`src/rtl/mem_ctrl_pkg.sv`:
```
// Shared types, default widths and helpers for the SRAM/DDR transfer controller.
package mem_ctrl_pkg;

  typedef enum logic [2:0] {
    IDLE = 3'd0,
    REQ  = 3'd1,
    DATA = 3'd2,
    NEXT = 3'd3,
    DONE = 3'd4
  } xfer_state_e;

  localparam int DEF_NUM_CLIENTS = 16;
  localparam int DEF_DDR_AW      = 32;
  localparam int DEF_SRAM_AW     = 19;
  localparam int DEF_BURST_LEN   = 16;
  localparam int DEF_LEN_W       = 12;

  function automatic int unsigned min_len(input int unsigned a, input int unsigned b);
    return (a < b) ? a : b;
  endfunction

endpackage

```
`src/rtl/mem_client_arb.sv`:
```
// Rotating-priority arbiter: first requester found searching upward from start, with wrap.
module mem_client_arb #(
  parameter int N = 16
) (
  input  logic [N-1:0]         req,
  input  logic [$clog2(N)-1:0] start,
  input  logic                 en,
  output logic [N-1:0]         gnt,
  output logic [$clog2(N)-1:0] idx,
  output logic                 any
);

  logic [$clog2(N)-1:0] j;

  always_comb begin
    gnt = '0;
    idx = '0;
    any = 1'b0;
    j   = '0;
    // N is a power of two, so the index add wraps for free.
    for (int i = 0; i < N; i++) begin
      j = start + ($clog2(N))'(i);
      if (en && !any && req[j]) begin
        gnt[j] = 1'b1;
        idx    = j;
        any    = 1'b1;
      end
    end
  end

endmodule

```
`src/rtl/mem_xfer_ctrl.sv`:
```
// DDR<->SRAM burst transfer sequencer plus arbitrated single-word SRAM reads for clients.
// Handshakes: ddr_req is held with stable ddr_we/ddr_addr/ddr_burst_len until ddr_ack is
// seen high on a clock edge; afterwards each cycle with ddr_beat high moves exactly one beat.
module mem_xfer_ctrl
  import mem_ctrl_pkg::*;
#(
  parameter int NUM_CLIENTS = DEF_NUM_CLIENTS,
  parameter int DDR_AW      = DEF_DDR_AW,
  parameter int SRAM_AW     = DEF_SRAM_AW,
  parameter int BURST_LEN   = DEF_BURST_LEN,
  parameter int LEN_W       = DEF_LEN_W
) (
  input  logic                                   clk,
  input  logic                                   rst_n,
  input  logic                                   cfg_start,
  input  logic                                   cfg_dir,
  input  logic [DDR_AW-1:0]                      cfg_ddr_addr,
  input  logic [SRAM_AW-1:0]                     cfg_sram_addr,
  input  logic [LEN_W-1:0]                       cfg_len,
  output logic                                   cfg_busy,
  output logic                                   cfg_done,
  output logic                                   ddr_req,
  output logic                                   ddr_we,
  output logic [DDR_AW-1:0]                      ddr_addr,
  output logic [$clog2(BURST_LEN):0]             ddr_burst_len,
  input  logic                                   ddr_ack,
  input  logic                                   ddr_beat,
  output logic                                   ddr_last,
  output logic [$clog2(BURST_LEN):0]             last_valid,
  output logic                                   sram_en,
  output logic                                   sram_we,
  output logic [SRAM_AW-1:0]                     sram_addr,
  input  logic                                   prio_mode,
  input  logic [$clog2(NUM_CLIENTS)-1:0]         prio_client,
  input  logic [NUM_CLIENTS-1:0]                 client_req,
  input  logic [NUM_CLIENTS-1:0][SRAM_AW-1:0]    client_addr,
  output logic [NUM_CLIENTS-1:0]                 client_gnt,
  output logic [NUM_CLIENTS-1:0]                 client_rvalid,
  output xfer_state_e                            dbg_state
);

  localparam int BW  = $clog2(BURST_LEN);
  localparam int BLW = BW + 1;
  localparam int CW  = $clog2(NUM_CLIENTS);

  xfer_state_e       state;
  logic [DDR_AW-1:0]  cur_ddr;
  logic [SRAM_AW-1:0] cur_sram;
  logic [LEN_W-1:0]   remaining;
  logic [BLW-1:0]     beat_cnt;
  logic [DDR_AW-1:0]  next_ddr;
  logic [BW-1:0]      lv_mod;
  logic               beat_act;

  logic [CW-1:0]          rr_ptr;
  logic [CW-1:0]          arb_start;
  logic [NUM_CLIENTS-1:0] arb_gnt;
  logic [CW-1:0]          arb_idx;
  logic                   arb_any;

  assign beat_act  = (state == DATA) && ddr_beat;
  assign next_ddr  = cur_ddr + DDR_AW'(ddr_burst_len);
  assign lv_mod    = cfg_len[BW-1:0];
  assign dbg_state = state;

  always_ff @(posedge clk or negedge rst_n) begin
    if (!rst_n) begin
      state         <= IDLE;
      cur_ddr       <= '0;
      cur_sram      <= '0;
      remaining     <= '0;
      beat_cnt      <= '0;
      cfg_busy      <= 1'b0;
      cfg_done      <= 1'b0;
      ddr_req       <= 1'b0;
      ddr_we        <= 1'b0;
      ddr_addr      <= '0;
      ddr_burst_len <= '0;
      last_valid    <= '0;
    end else begin
      cfg_done <= 1'b0;
      case (state)
        IDLE: begin
          if (cfg_start) begin
            cur_ddr    <= cfg_ddr_addr;
            cur_sram   <= cfg_sram_addr;
            remaining  <= cfg_len;
            ddr_we     <= cfg_dir;
            cfg_busy   <= 1'b1;
            last_valid <= (lv_mod == '0) ? BLW'(BURST_LEN) : BLW'(lv_mod);
            if (cfg_len == '0) begin
              state <= DONE;
            end else begin
              state         <= REQ;
              ddr_req       <= 1'b1;
              ddr_addr      <= cfg_ddr_addr;
              ddr_burst_len <= BLW'(min_len(BURST_LEN, 32'(cfg_len)));
            end
          end
        end
        REQ: begin
          if (ddr_ack) begin
            ddr_req  <= 1'b0;
            beat_cnt <= '0;
            state    <= DATA;
          end
        end
        DATA: begin
          if (ddr_beat) begin
            cur_sram  <= cur_sram + SRAM_AW'(1);
            remaining <= remaining - LEN_W'(1);
            beat_cnt  <= beat_cnt + BLW'(1);
            if (beat_cnt + BLW'(1) == ddr_burst_len) state <= NEXT;
          end
        end
        NEXT: begin
          cur_ddr <= next_ddr;
          if (remaining != '0) begin
            state         <= REQ;
            ddr_req       <= 1'b1;
            ddr_addr      <= next_ddr;
            ddr_burst_len <= BLW'(min_len(BURST_LEN, 32'(remaining)));
          end else begin
            state <= DONE;
          end
        end
        DONE: begin
          cfg_done <= 1'b1;
          cfg_busy <= 1'b0;
          state    <= IDLE;
        end
        default: state <= IDLE;
      endcase
    end
  end

  // A DDR beat owns the SRAM port; clients only compete for the idle cycles.
  assign arb_start = prio_mode ? rr_ptr : prio_client;

  mem_client_arb #(.N(NUM_CLIENTS)) u_arb (
    .req   (client_req),
    .start (arb_start),
    .en    (!beat_act),
    .gnt   (arb_gnt),
    .idx   (arb_idx),
    .any   (arb_any)
  );

  assign client_gnt = arb_gnt;
  assign ddr_last   = beat_act && (remaining == LEN_W'(1));

  always_comb begin
    sram_en   = 1'b0;
    sram_we   = 1'b0;
    sram_addr = '0;
    if (beat_act) begin
      sram_en   = 1'b1;
      sram_we   = !ddr_we;
      sram_addr = cur_sram;
    end else if (arb_any) begin
      sram_en   = 1'b1;
      sram_addr = client_addr[arb_idx];
    end
  end

  always_ff @(posedge clk or negedge rst_n) begin
    if (!rst_n) begin
      rr_ptr        <= '0;
      client_rvalid <= '0;
    end else begin
      client_rvalid <= arb_gnt;
      if (prio_mode && arb_any) rr_ptr <= arb_idx + CW'(1);
    end
  end

endmodule

```
`config.mk`:
```
export PLATFORM = sky130hd
export DESIGN_NAME = mem_xfer_ctrl
export DESIGN_NICKNAME = d
export VERILOG_FILES = /design/src/rtl/mem_ctrl_pkg.sv /design/src/rtl/mem_client_arb.sv /design/src/rtl/mem_xfer_ctrl.sv
export SDC_FILE = /design/constraint.sdc
export NUM_CORES = 1
export LEC_CHECK = 0
export CAP_MARGIN = 30
export CORE_AREA = 2 2 195 197
export CTS_CLUSTER_DIAMETER = 120
export DETAILED_ROUTE_END_ITERATION = 16
export DIE_AREA = 0 0 197 199
export GPL_TIMING_DRIVEN = 0
export HOLD_SLACK_MARGIN = 0.15
export PLACE_DENSITY = 0.74
export SLEW_MARGIN = 25
export SYNTH_ARGS = -nofsm -noshare
export SYNTH_HDL_FRONTEND = slang
export SYNTH_HIERARCHICAL = 1
export SYNTH_SLANG_ARGS = --single-unit
```
`constraint.sdc`:
```
create_clock -name clk -period 11.75 [get_ports clk]
set_clock_uncertainty 0.1 [all_clocks]
set_input_delay 1.7625 -clock clk [delete_from_list [all_inputs] [get_ports clk]]
set_output_delay 1.7625 -clock clk [all_outputs]
set_load 0.005 [all_outputs]
```
==> results of run 1 <==
## routing by layer
metal / wire, um / part of all wire, % / track usage, %
met3: 11300 / 13 / 17.5
met4: 6280 / 7.2 / 28.1
met1: 31700 / 36 / 52.8
met5: 183 / 0.21 / 2.68
met2: 37600 / 43 / 64.3
## worst reg2reg max path: cells and delay by family (launching register included)
family                   cells  cell delay (ps)
buffers and inverters       10             2360
multiplexers                 4             1360
AO/OA/AOI/OAI                5             1280
AND/OR/NAND/NOR              3              620
flip-flops                   1              360
adder cells (fa/ha/maj)      1              310
XOR/XNOR                     1              150
## what timing repair did
item	4_1_cts	5_1_grt
buffers inserted	9	3
setup endpoints to repair	19	19
pin swaps	4	2
gates resized for setup	38	22
endpoints found under the hold margin	0	0
## sequential cells by signal (all words and copies together) (netlist names), 3 cells and up
signal         flops
client_rvalid     16
dbg_state          3
beat_cnt           5
cur_sram          19
ddr_addr          32
last_valid         5
rr_ptr             4
cur_ddr           32
remaining         12
ddr_burst_len      5
## Yosys cell counts, drive strengths merged, types with 11 or more instances
cell type	number	share of area, %
mux2i	32	2.2
and3	20	0.85
clkbuf	102	2.6
o211ai	21	1.1
a31oi	32	1.4
a22o	13	0.77
a22oi	13	0.70
nand3	93	3.2
xnor2	28	1.7
nor3	48	1.6
o21ai	87	3.0
nand4	42	1.9
nand2	220	5.6
nor2	126	3.2
a21oi	69	2.4
o22a	13	0.77
dfrtp	137	23
nor4	31	1.3
inv	23	0.59
or4	17	0.92
mux2	29	2.2
a221oi	18	1.1
and4	11	0.66
o21a	19	0.97
o22ai	23	0.98
buf	46	1.8
or3	13	0.59
xor2	15	0.89
ha	25	2.1
mux4	124	19
## cell type report
class / instances / area (um2) / share of cell area [%]
diodes: 20 / 50.0 / 0.234
plain buffers: 146 / 704 / 3.29
clock buffers: 18 / 429 / 2.01
clock inverters: 14 / 211 / 0.989
inverters: 25 / 100 / 0.468
multi-input cells: 1362 / 10700 / 50.0
flip-flops and latches: 137 / 3430 / 16.0
well taps: 474 / 593 / 2.77
repair buffers: 520 / 5190 / 24.2
## how the worst max path moves through the flow
stage,startpoint,end,depth (start not counted)
final,prio_client[1],sram_addr[11],29
after CTS,prio_mode,sram_addr[17],25
after detailed placement,prio_mode,sram_addr[6],29
after floorplan,prio_mode,sram_addr[2],24
after global placement,prio_mode,sram_addr[13],24
after global routing,prio_client[1],sram_addr[6],30
## kinds of logic after synthesis
logic type,Yosys count
AOI/OAI and AO/OA,435
xor gates and xnor gates,43
adders and majority gates,26
buffers and inverters,173
DFF,137
muxes,185
and+or+nand+nor,673
## power by group
part	internal (mW)	total [mW]	switching (mW)
Clock	0.363	0.611	0.248
Sequential	0.688	0.901	0.213
Combinational	2.56	5.99	3.43
==> results.cfg, run 1 <==
[status]
outcome = finished clean

[route]
wl_per_cell_um = 32.1
wl_mm = 87.1
num_vias = 18300
ant_nets = 0
via_per_inst = 6.75
firstDrtPassIters = 6
drtIter0Drc = 2440
remaining_drc_errors = 0

[clocking]
clk_latency_ps = 440
clkTransAtPathRegs_ps = 70
clockBufferDepth = 2
ctsHtreeMaxLevel = 4
cts_tree = done
cts_root_buf = clkbuf_16
cts.sinks = 137
cts_hold_buf = 0
cts_inserted_buffers = 17

[yosys]
synth_fa_ha_area_share_pct = 2.26
ys_async_sr_fraction_pct = 100
synth.cell_area_mm2 = 0.0147
synth_compound_area_share_pct = 20.9
synth_xor_area_share_pct = 2.56
ys_types = 92
synth_top_family_by_area = multiplexers
yosys-mux-area-fraction_pct = 23.4
synth_top_flop_cell = dfrtp_1
yosysWarningCount = 6
synth.avg_cell_area_um2 = 8.79
synth_edf_count = 0
syn_nets = 2092
ys_seq_area_share_pct = 23.3
synthSimpleGateAreaFrac_pct = 22.5
ys_seq_elements = 137
syn_inst = 1672

[sta]
holdWs_ps = 383
relSlewSlack_pct = 28.8
post-route-min-period_ps = 11470
finalCritPeriodShare_pct = 97.6
slew_violations = 0
setup-violations-final = 0
max_slew.worst_pin.slew_ps = 1060
rsz0062_at_grt = false
setup_tns_ps = 0
fin_ws_ps = 278
fmax_ghz = 0.0872
hold_viol_final = 0

[setup_path]
rr_startpoint = rr_ptr[1]
crit_top_cell = buf_4
start_kind = input pin
regToRegSetupSlack_ps = 5120
cp_num_buf_inv = 14
cp.required_ps = 9890
critPathArrivalTime_ps = 9610
reg2reg_depth = 24
critPathTopFamily = buffers and inverters
path_max_fanout = 10
end_kind = output pin
slowest_delay_ps = 530
worstReg2RegEnd = rr_ptr[3]
crit_type = in2out
cp_slowest_cell = mux4_2

[placement]
dpl.hpwl_mm = 70.9
placed_area_mm2 = 0.0204
io_buffer_count = 496
dpl.cell_count = 2648
dpl_worst_slack_ps = -1920
routabilityCongestion = 1.01

[global_routing]
grt_pass1_wl_mm = 123
grt_max_degree = 74
first_global_vias = 17700
grt_use_total_pct = 43.7
grt_remaining_overflow = 0
antenna_found_initial = 29

[layout]
final_util_pct = 57.6
layout-drive-gt1-share_pct = 14.2
final_common_cell = clkdlybuf4s50_1
syn2layout_area_growth_pct = 45.5
fillers = 3346
fin_area_mm2 = 0.0214
num-nets-final = 2629
final_cell_mix = clkdlybuf4s50_1 (494), nand2_1 (219), dfrtp_1 (137)
finalNonFillerCells = 2716

[floorplan]
core_mm2 = 0.0371
core.rowCount = 71
start_util_pct = 39.6
die_w_um = 197
pin_count = 497
dieArea_mm2 = 0.0392
die_y_um = 199

[run]
cap_viol_max_count = 0

[worst_hold_path]
hold_path_class = reg2reg
worstHoldStart = rr_ptr[3]
whs_endpoint = rr_ptr[3]
whs_path_depth = 2

[pwr]
peakVddDrop_uv = 397
power_mw = 7.50
p_per_area_mw_per_mm2 = 351
cellLeakagePower_nw = 8.03
No activity file was read; power rests on OpenSTA's default activity.
==> inputs of run 2 (changes only) <==
Settings changed: SLEW_MARGIN 25 to 20.
==> run 2 against run 1 <==
Net effect:
- worst setup slack worse by 39 ps
- register-to-register slack worse by 210 ps
- utilization down 0.061 points
- cell count down 0.22%
- clock power up 4.3%
- worst hold slack worse by 3.1 ps
- flip-flop and latch count unchanged
- non-clock buffer count unchanged
- via count up 0.31%
- wire length up 0.44%
==> results.cfg, run 2 (synthesis gave the netlist of run 1 again) <==
[run]
cap_viol_max_count = 0

[global_routing]
antenna_found_initial = 26
grt_pass1_wl_mm = 123
first_global_vias = 17600
grt_use_total_pct = 43.7
grt_max_degree = 74
grt_remaining_overflow = 0

[layout]
top_regs = cur_ddr x32, ddr_addr x32, cur_sram x19
fin_area_mm2 = 0.0214
fillers = 3295
finalNonFillerCells = 2710
final_cell_mix = clkdlybuf4s50_1 (494), nand2_1 (219), dfrtp_1 (137)
num-nets-final = 2629
layout-drive-gt1-share_pct = 14.0
syn2layout_area_growth_pct = 45.3
final_common_cell = clkdlybuf4s50_1
final_util_pct = 57.5

[clocking]
cts_root_buf = clkbuf_16
cts_hold_buf = 0
cts_inserted_buffers = 17
cts_tree = done
clkTransAtPathRegs_ps = 60
clk_latency_ps = 450
cts.sinks = 137
ctsHtreeMaxLevel = 4
clockBufferDepth = 2

[setup_path]
cp.required_ps = 9890
path_max_fanout = 14
critPathArrivalTime_ps = 9650
crit_type = in2out
start_kind = input pin
end_kind = output pin

[pwr]
peakVddDrop_uv = 439
comb_power_share_pct = 79.6
power_mw = 7.53
internal-power_mw = 3.64
net-switching-power_mw = 3.89
netSwitchingFraction_pct = 51.7
p_per_area_mw_per_mm2 = 352
cellLeakagePower_nw = 8.04
seqPwrFrac_pct = 12.0
clkPwrFrac_pct = 8.5

[floorplan]
core.rowCount = 71
die_w_um = 197
pin_count = 497
core_mm2 = 0.0371
dieArea_mm2 = 0.0392
start_util_pct = 39.6
die_y_um = 199

[route]
num_vias = 18400
firstDrtPassIters = 6
via_per_inst = 6.78
wl_per_cell_um = 32.3
ant_nets = 0
drtIter0Drc = 2344
remaining_drc_errors = 0
wl_mm = 87.4

[sta]
relSlewSlack_pct = 25.9
setup_tns_ps = 0
fin_ws_ps = 239
fmax_ghz = 0.0869
holdWs_ps = 379
post-route-min-period_ps = 11510
rsz0062_at_grt = false
setup-violations-final = 0
max_slew.worst_pin.slew_ps = 1100
finalCritPeriodShare_pct = 98.0
slew_violations = 0
hold_viol_final = 0

[placement]
placed_area_mm2 = 0.0204
dpl.cell_count = 2651
io_buffer_count = 496
routabilityCongestion = 1.01
dpl.hpwl_mm = 71.0
dpl_worst_slack_ps = -1780

[status]
outcome = finished clean

[worst_hold_path]
hold_path_class = reg2reg
run 2: cell count changes in the layout (fill, tap and decap cells not counted), sizes merged:
cell           previous run  this run
diode                    20        14
clkinvlp                  4         2
buf                      68        67
bufinv                    4         5
clkdlybuf4s15             0         1
clkinv                    2         3
run 2: power by group through the flow:
stage	combinational, mW	sequential (mW)	clock, mW
2_1_floorplan	3.26	0.851	0
3_3_place_gp	5.55	0.891	0
3_5_place_dp	5.62	0.898	0
4_1_cts	5.72	0.891	0.635
5_1_grt	6.19	0.927	0.654
6_report	5.99	0.901	0.637
run 2: worst max-delay path: stages:
cell and delay [ps]:
clkdlybuf4s50_1 460, mux2_2 260, buf_6 190, buf_2 270, buf_4 300, inv_2 250
ha_1 410, clkbuf_2 270, mux2_2 390, o221ai_1 250, o22a_1 320, a21oi_1 300
or4b_4 660, buf_2 220, nor2_4 250, and3b_1 240, a22oi_2 270, clkbuf_2 240
buf_6 210, buf_8 240, mux4_2 660, mux4_2 500, nand3_1 100, nand2_1 70
clkdlybuf4s50_1 510
run 2: timing repair:
item                                    CTS  global route
endpoints found under the setup margin   19            19
pin swaps                                 4             0
buffers inserted                          9             1
resized for setup                        39            20
run 2: area by class of cell:
class	instances	area, um2	area share, %
multi-input cells	1362	10600	49.8
clock buffers	18	429	2.01
plain buffers	146	707	3.31
well taps	474	593	2.78
repair buffers	520	5190	24.3
diodes	14	35.0	0.164
flip-flops and latches	137	3430	16.0
clock inverters	14	233	1.09
inverters	25	97.6	0.457
run 2: metal layers:
| metal | wire length (um) | track usage (%) | vias to the layer above | part of all wire [%] |
|---|---|---|---|---|
| li1 | - | - | 7650 | - |
| met1 | 31700 | 52.8 | 8947 | 36 |
| met2 | 38100 | 65.5 | 1419 | 44 |
| met3 | 11500 | 17.6 | 351 | 13 |
| met4 | 6070 | 26.3 | 16 | 6.9 |
| met5 | 116 | 0 | - | 0.13 |
run 2: path summary, 6_finish.rpt:
kind                                      from          endpoint  slack (ps)  depth (start not counted)
worst max register to register       rr_ptr[2]         rr_ptr[3]        4910                         22
max in group asynchronous                rst_n       cur_sram[0]        9590                          2
worst min-delay path              ddr_addr[25]      ddr_addr[25]         380                          2
worst min register to register    ddr_addr[25]      ddr_addr[25]         380                          2
min in group asynchronous                rst_n  client_rvalid[8]        1200                          1
worst max-delay path            prio_client[2]     sram_addr[11]         240                         25
